`src/rtl/jtframe_ram_fifo_ctl.sv`:
```
// rtl/jtframe_ram_fifo_ctl.sv - FWFT FIFO controller around a dual-port RAM with registered read data
module jtframe_ram_fifo_ctl #(
  parameter int dw = 8,
  parameter int aw = 10
) (
  input  logic          clk,
  input  logic          rst_n,
  input  logic          flush,
  input  logic [dw-1:0] din,
  input  logic          wr,
  output logic          full,
  input  logic          rd,
  output logic [dw-1:0] dout,
  output logic          empty,
  output logic [aw+1:0] level,
  output logic          ovf,
  output logic          unf,
  output logic [aw-1:0] ram_addr0,
  output logic [dw-1:0] ram_data0,
  output logic          ram_we0,
  output logic [aw-1:0] ram_addr1,
  input  logic [dw-1:0] ram_q1
);

  logic [aw:0]   wr_ptr_q, wr_ptr_d;
  logic [aw:0]   rd_ptr_q, rd_ptr_d;
  logic          inflight_q, inflight_d;
  logic [1:0]    out_cnt_q, out_cnt_d;
  logic [dw-1:0] dout_q, dout_d;
  logic [dw-1:0] skid_q, skid_d;
  logic          ovf_q, ovf_d;
  logic          unf_q, unf_d;

  logic [aw:0]   ram_cnt;
  logic [2:0]    occ;
  logic          push, pop, fetch;

  assign ram_cnt = wr_ptr_q - rd_ptr_q;
  assign full    = (ram_cnt == {1'b1, {aw{1'b0}}});
  assign empty   = (out_cnt_q == 2'd0);
  assign push    = wr & ~full & ~flush;
  assign pop     = rd & ~empty;

  // Output-stage slots already claimed, counting the word still coming out of the RAM
  assign occ   = {1'b0, out_cnt_q} + {2'b00, inflight_q};
  assign fetch = (ram_cnt != '0) && (occ < (3'd2 + {2'b00, pop})) && !flush;

  assign ram_addr0 = wr_ptr_q[aw-1:0];
  assign ram_data0 = din;
  assign ram_we0   = push;
  assign ram_addr1 = rd_ptr_q[aw-1:0];

  assign dout  = dout_q;
  assign ovf   = ovf_q;
  assign unf   = unf_q;
  assign level = {1'b0, ram_cnt} + {{aw{1'b0}}, out_cnt_q} + {{(aw+1){1'b0}}, inflight_q};

  always_comb begin
    wr_ptr_d   = wr_ptr_q + {{aw{1'b0}}, push};
    rd_ptr_d   = rd_ptr_q + {{aw{1'b0}}, fetch};
    inflight_d = fetch;
    out_cnt_d  = out_cnt_q;
    dout_d     = dout_q;
    skid_d     = skid_q;
    ovf_d      = ovf_q | (wr & full & ~flush);
    unf_d      = unf_q | (rd & empty & ~flush);

    if (flush) begin
      rd_ptr_d   = wr_ptr_q;
      inflight_d = 1'b0;
      out_cnt_d  = 2'd0;
    end else if (pop) begin
      if (out_cnt_q == 2'd2) begin
        dout_d = skid_q;
        if (inflight_q) begin
          skid_d    = ram_q1;
          out_cnt_d = 2'd2;
        end else begin
          out_cnt_d = 2'd1;
        end
      end else if (inflight_q) begin
        dout_d    = ram_q1;
        out_cnt_d = 2'd1;
      end else begin
        out_cnt_d = 2'd0;
      end
    end else if (inflight_q) begin
      // The fetch guard keeps out_cnt below 2 whenever a word is in flight
      if (out_cnt_q == 2'd0) begin
        dout_d    = ram_q1;
        out_cnt_d = 2'd1;
      end else begin
        skid_d    = ram_q1;
        out_cnt_d = 2'd2;
      end
    end
  end

  always_ff @(posedge clk or negedge rst_n) begin
    if (!rst_n) begin
      wr_ptr_q   <= '0;
      rd_ptr_q   <= '0;
      inflight_q <= 1'b0;
      out_cnt_q  <= 2'd0;
      dout_q     <= '0;
      skid_q     <= '0;
      ovf_q      <= 1'b0;
      unf_q      <= 1'b0;
    end else begin
      wr_ptr_q   <= wr_ptr_d;
      rd_ptr_q   <= rd_ptr_d;
      inflight_q <= inflight_d;
      out_cnt_q  <= out_cnt_d;
      dout_q     <= dout_d;
      skid_q     <= skid_d;
      ovf_q      <= ovf_d;
      unf_q      <= unf_d;
    end
  end

endmodule

```
`config.mk`:
```
export PLATFORM = sky130hd
export DESIGN_NAME = jtframe_ram_fifo_ctl
export DESIGN_NICKNAME = d
export VERILOG_FILES = /design/src/rtl/jtframe_ram_fifo_ctl.sv
export SDC_FILE = /design/constraint.sdc
export NUM_CORES = 1
export LEC_CHECK = 0
export ABC_CLOCK_PERIOD_IN_PS = 5000
export BUFFER_PORTS_ARGS = -buffer_cell sky130_fd_sc_hd__clkbuf_2
export CORE_MARGIN = 8
export CORE_UTILIZATION = 35
export DETAILED_ROUTE_END_ITERATION = 16
export PLACE_DENSITY = 0.64
export REMOVE_ABC_BUFFERS = 1
export SLEW_MARGIN = 20
export SYNTH_ARGS = -nofsm -noshare
export SYNTH_HDL_FRONTEND = slang
export SYNTH_SLANG_ARGS = --single-unit
```
`constraint.sdc`:
```
create_clock -name clk -period 5 [get_ports clk]
set_clock_uncertainty 0.1 [all_clocks]
set_input_delay 0.5 -clock clk [delete_from_list [all_inputs] [get_ports clk]]
set_output_delay 0.5 -clock clk [all_outputs]
set_load 0.005 [all_outputs]
```
Word level (Yosys, flattened, before mapping)
Cells that the tools add are included.
- register bits after elaboration: 43
- logic and storage cells: 62
- add/subtract/negate cells: 7
- mux-type cells: 18
- magnitude comparators: 1
- equality and inequality tests: 5
- bitwise gates (word level): 12
- reduce and logical (&&, ||, !) cells: 11
- operators with widths (kind ; count):
    $mux W8 ; 9
    $add A11 B1 Y11 ; 2
    $add A11 B2 Y12 ; 1
    $add A12 B1 Y12 ; 1
    $mux W2 ; 6
    $eq A11 B11 Y1 const B ; 1
    $mux W11 ; 1
    $reduce_bool A11 Y1 ; 1
    $sub A11 B11 Y11 ; 1
    $and A1 B1 Y1 ; 7
    $reduce_bool A2 Y1 ; 3
    $reduce_and A5 Y1 ; 1
    $ne A2 B1 Y1 const B ; 2
    $reduce_and A4 Y1 ; 1
    $add A2 B1 Y3 ; 1
    $add A2 B1 Y3 const A ; 1
    $lt A3 B3 Y1 ; 1
    $not A1 Y1 ; 3
    $reduce_bool A3 Y1 ; 1
    $eq A2 B2 Y1 const B ; 1
    $logic_and A1 B1 Y1 ; 2
    $logic_not A2 Y1 ; 1
    $mux W1 ; 2
    $ne A2 B2 Y1 const B ; 1
    2 further kinds ; 3

Logic depth before layout (Yosys ltp)
- word-level depth: 9
- gate-level depth with buffers: 17

Least setup slack after synthesis
No wires, ideal clock.
- path type: flip-flop to flip-flop
- from: reg wr_ptr_q[0]
- to: reg rd_ptr_q[10]
- period minus slack after synthesis: 3.645 ns
- cell stages (with the launch flop): 18
- setup slack: 1.355 ns
- arrival: 3.412 ns
- path buffers: 0
- setup time: 0.133 ns
- cell sequence: dfrtp_1 -> inv_1 -> ha_1 -> inv_1 -> fa_1 -> a21oi_1 -> o22ai_1 -> nor4_1 -> a211oi_1 -> or4_4 -> nor4_4 -> a2111oi_0 -> ha_1 -> ha_1 -> nand3_1 -> nor3_1 -> xnor2_1 -> o21ai_0
- cells in the longest elaborated chain, start to end: 6
- RTL lines (element ; RTL line ; RTL):
    start: declaration ; 25 ; logic [aw:0] wr_ptr_q, wr_ptr_d;
    start signal: assignment ; 110 ; wr_ptr_q <= wr_ptr_d;
    $sub A11 B11 Y11 ; 38 ; assign ram_cnt = wr_ptr_q - rd_ptr_q;
    $reduce_bool A11 Y1 ; 46 ; assign fetch = (ram_cnt != '0) && (occ < (3'd2 + {2'b00, pop})) && !flush;
    $logic_and A1 B1 Y1 (2 in a row) ; 46 ;
    $add A11 B1 Y11 ; 60 ; rd_ptr_d = rd_ptr_q + {{aw{1'b0}}, fetch};
    $mux W11 ; 68 ; if (flush) begin
    net rd_ptr_d[10] ; 26 ; logic [aw:0] rd_ptr_q, rd_ptr_d;
    end signal: assignment ; 111 ; rd_ptr_q <= rd_ptr_d;
    end: declaration ; 26 ;
The timed path passes the listed nets, and every way through them passes these cells.
A chain may end at the register's enable or synchronous reset.

Worst setup path after layout
Ends and elaborated chain as after synthesis.

==> impl_metrics.yaml <==
global_routing:
  grt_usage_pct: 11.34
  antenna_found_initial: 0
  grt_pass1_wl_um: 10850
  grt-ovfl-total: 0
  first_global_vias: 2296
  grt_start_max_net_pins: 29
die:
  start_util_pct: 35.37
  die_x_um: 108.7
  die_area_um2: 11820
  core_region_area_um2: 8508
  fp.dieH_um: 108.7
  row_count: 34
  pin_count: 74
final_layout:
  layout-drive-gt1-share_pct: 22.86
  n_fill_cell: 852
  area_growth_pct: 9.771
  antenna_cells: 0
  layout.cells.non_filler: 458
  nets: 392
drt:
  postRouteAntennaNets: 0
  via_count: 2315
  drt_iter0_drc: 180
  drc_errors: 0
  dr.pass1.iters: 4
  routed_via_density: 5.055
  wl_per_cell_um: 14.63
  wl_um: 6702
worst_setup_path:
  r2r-start: "wr_ptr_q[0]"
  ff2ff_path_depth: 17
  critPathLaunchType: "flip-flop"
  crit_path_start: "wr_ptr_q[0]"
  cpMostUsedCell: "ha_1"
  cp.required_ns: 5.06
  critPathKind: "reg -> reg"
  path_cells: "inv_1 > ha_1 > inv_1 > fa_1 > a21oi_1 > o22ai_1 > nor4_1 > a211oi_1 > or4_4 > nor4_4 > a2111oi_0 > ha_1 > ha_1 > nand3_1 > nor3_1 > xnor2_1 > o21ai_0"
  crit_path_end_kind: "flip-flop"
  critPathMaxStageDelay_ns: 0.59
  cp_max_fo: 5
  arrival_ns: 4.29
  r2r_setup_slack_ns: 0.77
  slowest_stage: "a211oi_1"
  rr_endpoint: "rd_ptr_q[10]"
placement:
  dp_hpwl_um: 5392
  gp_congestion: 0.8631
  portBuffers: 57
  place_inst: 450
yosys:
  synth_adder_area_share_pct: 9.896
  yosys.area.top_type: "dfrtp_1"
  synth-seq-area-share_pct: 35.76
  synth_top_area_share_pct: 35.76
  synth_top_family_by_area: "simple AND/OR/NAND/NOR gates"
  yosys_warnings: 0
  synth.avg_cell_area_um2: 9.287
  syn_inst: 324
  synth_cell_types: 44
  synth_edf_count: 0
  ys_async_sr_fraction_pct: 100.0
  synth_xor_area_share_pct: 10.77
  yosys.area_share.simple_pct: 13.47
  synth_seq_cells: 43
  synth_area_leaders: "dfrtp_1 (36%), xnor2_1 (8.4%), ha_1 (7.9%), buf_4 (7.0%), o21ai_0 (4.0%)"
  netlist_area_um2: 3009
  synth.area.mux_share_pct: 6.736
  synth_flop_cell: "dfrtp_1"
  synth_compound_area_share_pct: 12.02
clocking:
  postCtsHoldBufs: 0
  numCtsBuffers: 5
  post_cts_buffers: 0
  clock-sinks: 43
  cts_resized: 0
  h-tree-depth: 2
  clk_latency_ns: 0.30
  path_clk_slew_ns: 0.09
  cts_tree: "built"
  clock_tree.root_cell: "clkbuf_8"
  cts_buffer_depth: 2
power_and_ir_drop:
  p_leak_nw: 1.622
  p_per_area_nw_per_um2: 670.8
  vdd_drop_max_mv: 0.2285
min_path:
  min_path_type: "in -> async"
sta:
  finalHoldViolCount: 0
  timing.fmax_mhz: 236.1
  max-slew-margin-rel_pct: 55.84
  drv_slew: 0
  worstMarginPinSlew_ns: 0.6584
  setup_tns_ns: 0
  period_minus_slack_ns: 4.235
  setup_viol: 0
  timing.final.crit_share_pct: 84.70
  rsz0062_at_grt: "false"
job:
  cap_violations: 0
outcome:
  outcome: "complete, no violations"
## registers in the layout, summed over array words and instances, names as in the netlist
| register | count |
|---|---|
| wr_ptr_q | 11 |
| inflight_q | 1 |
| out_cnt_q | 2 |
| skid_q | 8 |
| unf | 1 |
| rd_ptr_q | 11 |
| ovf | 1 |
| dout | 8 |
## layer usage
| metal | GRT usage (%) | part of all wire, % | wire (um) | up-vias |
|---|---|---|---|---|
| met5 | 0 | 0 | 0 | - |
| met3 | 4.314 | 8.0 | 539 | 7 |
| li1 | - | - | - | 1140 |
| met1 | 14.49 | 47 | 3145 | 1095 |
| met4 | 3.715 | 1.7 | 111 | 0 |
| met2 | 17.26 | 43 | 2905 | 73 |
## cell families after synthesis
family,after synthesis
AOI/OAI and AO/OA,60
xor gates and xnor gates,37
adders and majority gates,22
buffers and inverters,62
DFF,43
muxes,19
and+or+nand+nor,81
## cell usage in the layout (no fill, tap or decap), types with 4 or more instances in the layout
| cell type | instances |
|---|---|
| clkbuf_8 | 5 |
| nand2_1 | 30 |
| nand3_1 | 18 |
| a21oi_1 | 14 |
| xor2_1 | 8 |
| ha_1 | 19 |
| nor2_1 | 11 |
| mux2_2 | 10 |
| and3_1 | 4 |
| inv_1 | 22 |
| xnor2_1 | 29 |
| mux2i_1 | 9 |
| clkbuf_2 | 57 |
| o21ai_0 | 24 |
| nor3_1 | 4 |
| dfrtp_1 | 43 |
## Yosys cell counts, types with 3 or more instances
cell,instances
buf_4,28
xor2_1,8
nand3_1,18
and3_1,4
o21ai_0,24
inv_1,22
fa_1,3
ha_1,19
dfrtp_1,43
nand2_1,30
a31oi_1,3
mux2_2,10
nand2b_1,3
clkbuf_1,9
nor2_1,11
a21oi_1,14
a21o_1,3
xnor2_1,29
nor3_1,4
mux2i_1,9
## stage by stage
stage	util, %	total power [mW]	area (um^2)	hold WS, ns	setup WS, ns
global placement	37.26	1.941	3171	0.3540	1.030
global route	38.82	2.436	3303	0.05685	0.3450
floorplan	-	1.460	2750	0.1044	1.340
finish	38.82	2.216	3303	0.04110	0.7652
detailed placement	37.50	1.965	3191	0.3553	0.7771
CTS	38.82	2.244	3303	0.04608	0.7502
## worst max-delay path: cells and delay by family (launching register included)
kind                       cells  cell delay (ns)
AOI/OAI and AO/OA              5             1.63
and+or+nand+nor                5             0.73
xor gates and xnor gates       1             0.14
DFF                            1             0.41
adders and majority gates      4             0.96
buffers and inverters          2             0.14
## final cells by class
class	count	area, um^2	area share (%)
inverters	22	82.58	2.500
repair buffers	58	305.3	9.242
multi-input cells	219	1592	48.18
clock inverters	3	43.79	1.326
clock buffers	5	68.82	2.083
well taps	108	135.1	4.091
flip-flops and latches	43	1076	32.58
## how the worst max path moves through the flow
stage,to,cells after the start,slack (ns)
after CTS,rd_ptr_q[10],17,0.75
after floorplan,rd_ptr_q[10],17,1.34
after global placement,rd_ptr_q[10],17,1.03
final,rd_ptr_q[10],17,0.77
after global routing,rd_ptr_q[10],17,0.34
after detailed placement,rd_ptr_q[10],17,0.78
## power by group
part	internal [mW]	switching, mW
Combinational	0.608	0.788
Clock	0.149	0.123
Sequential	0.448	0.0992
Total	1.21	1.01
Power figures use the tool's default switching activity.
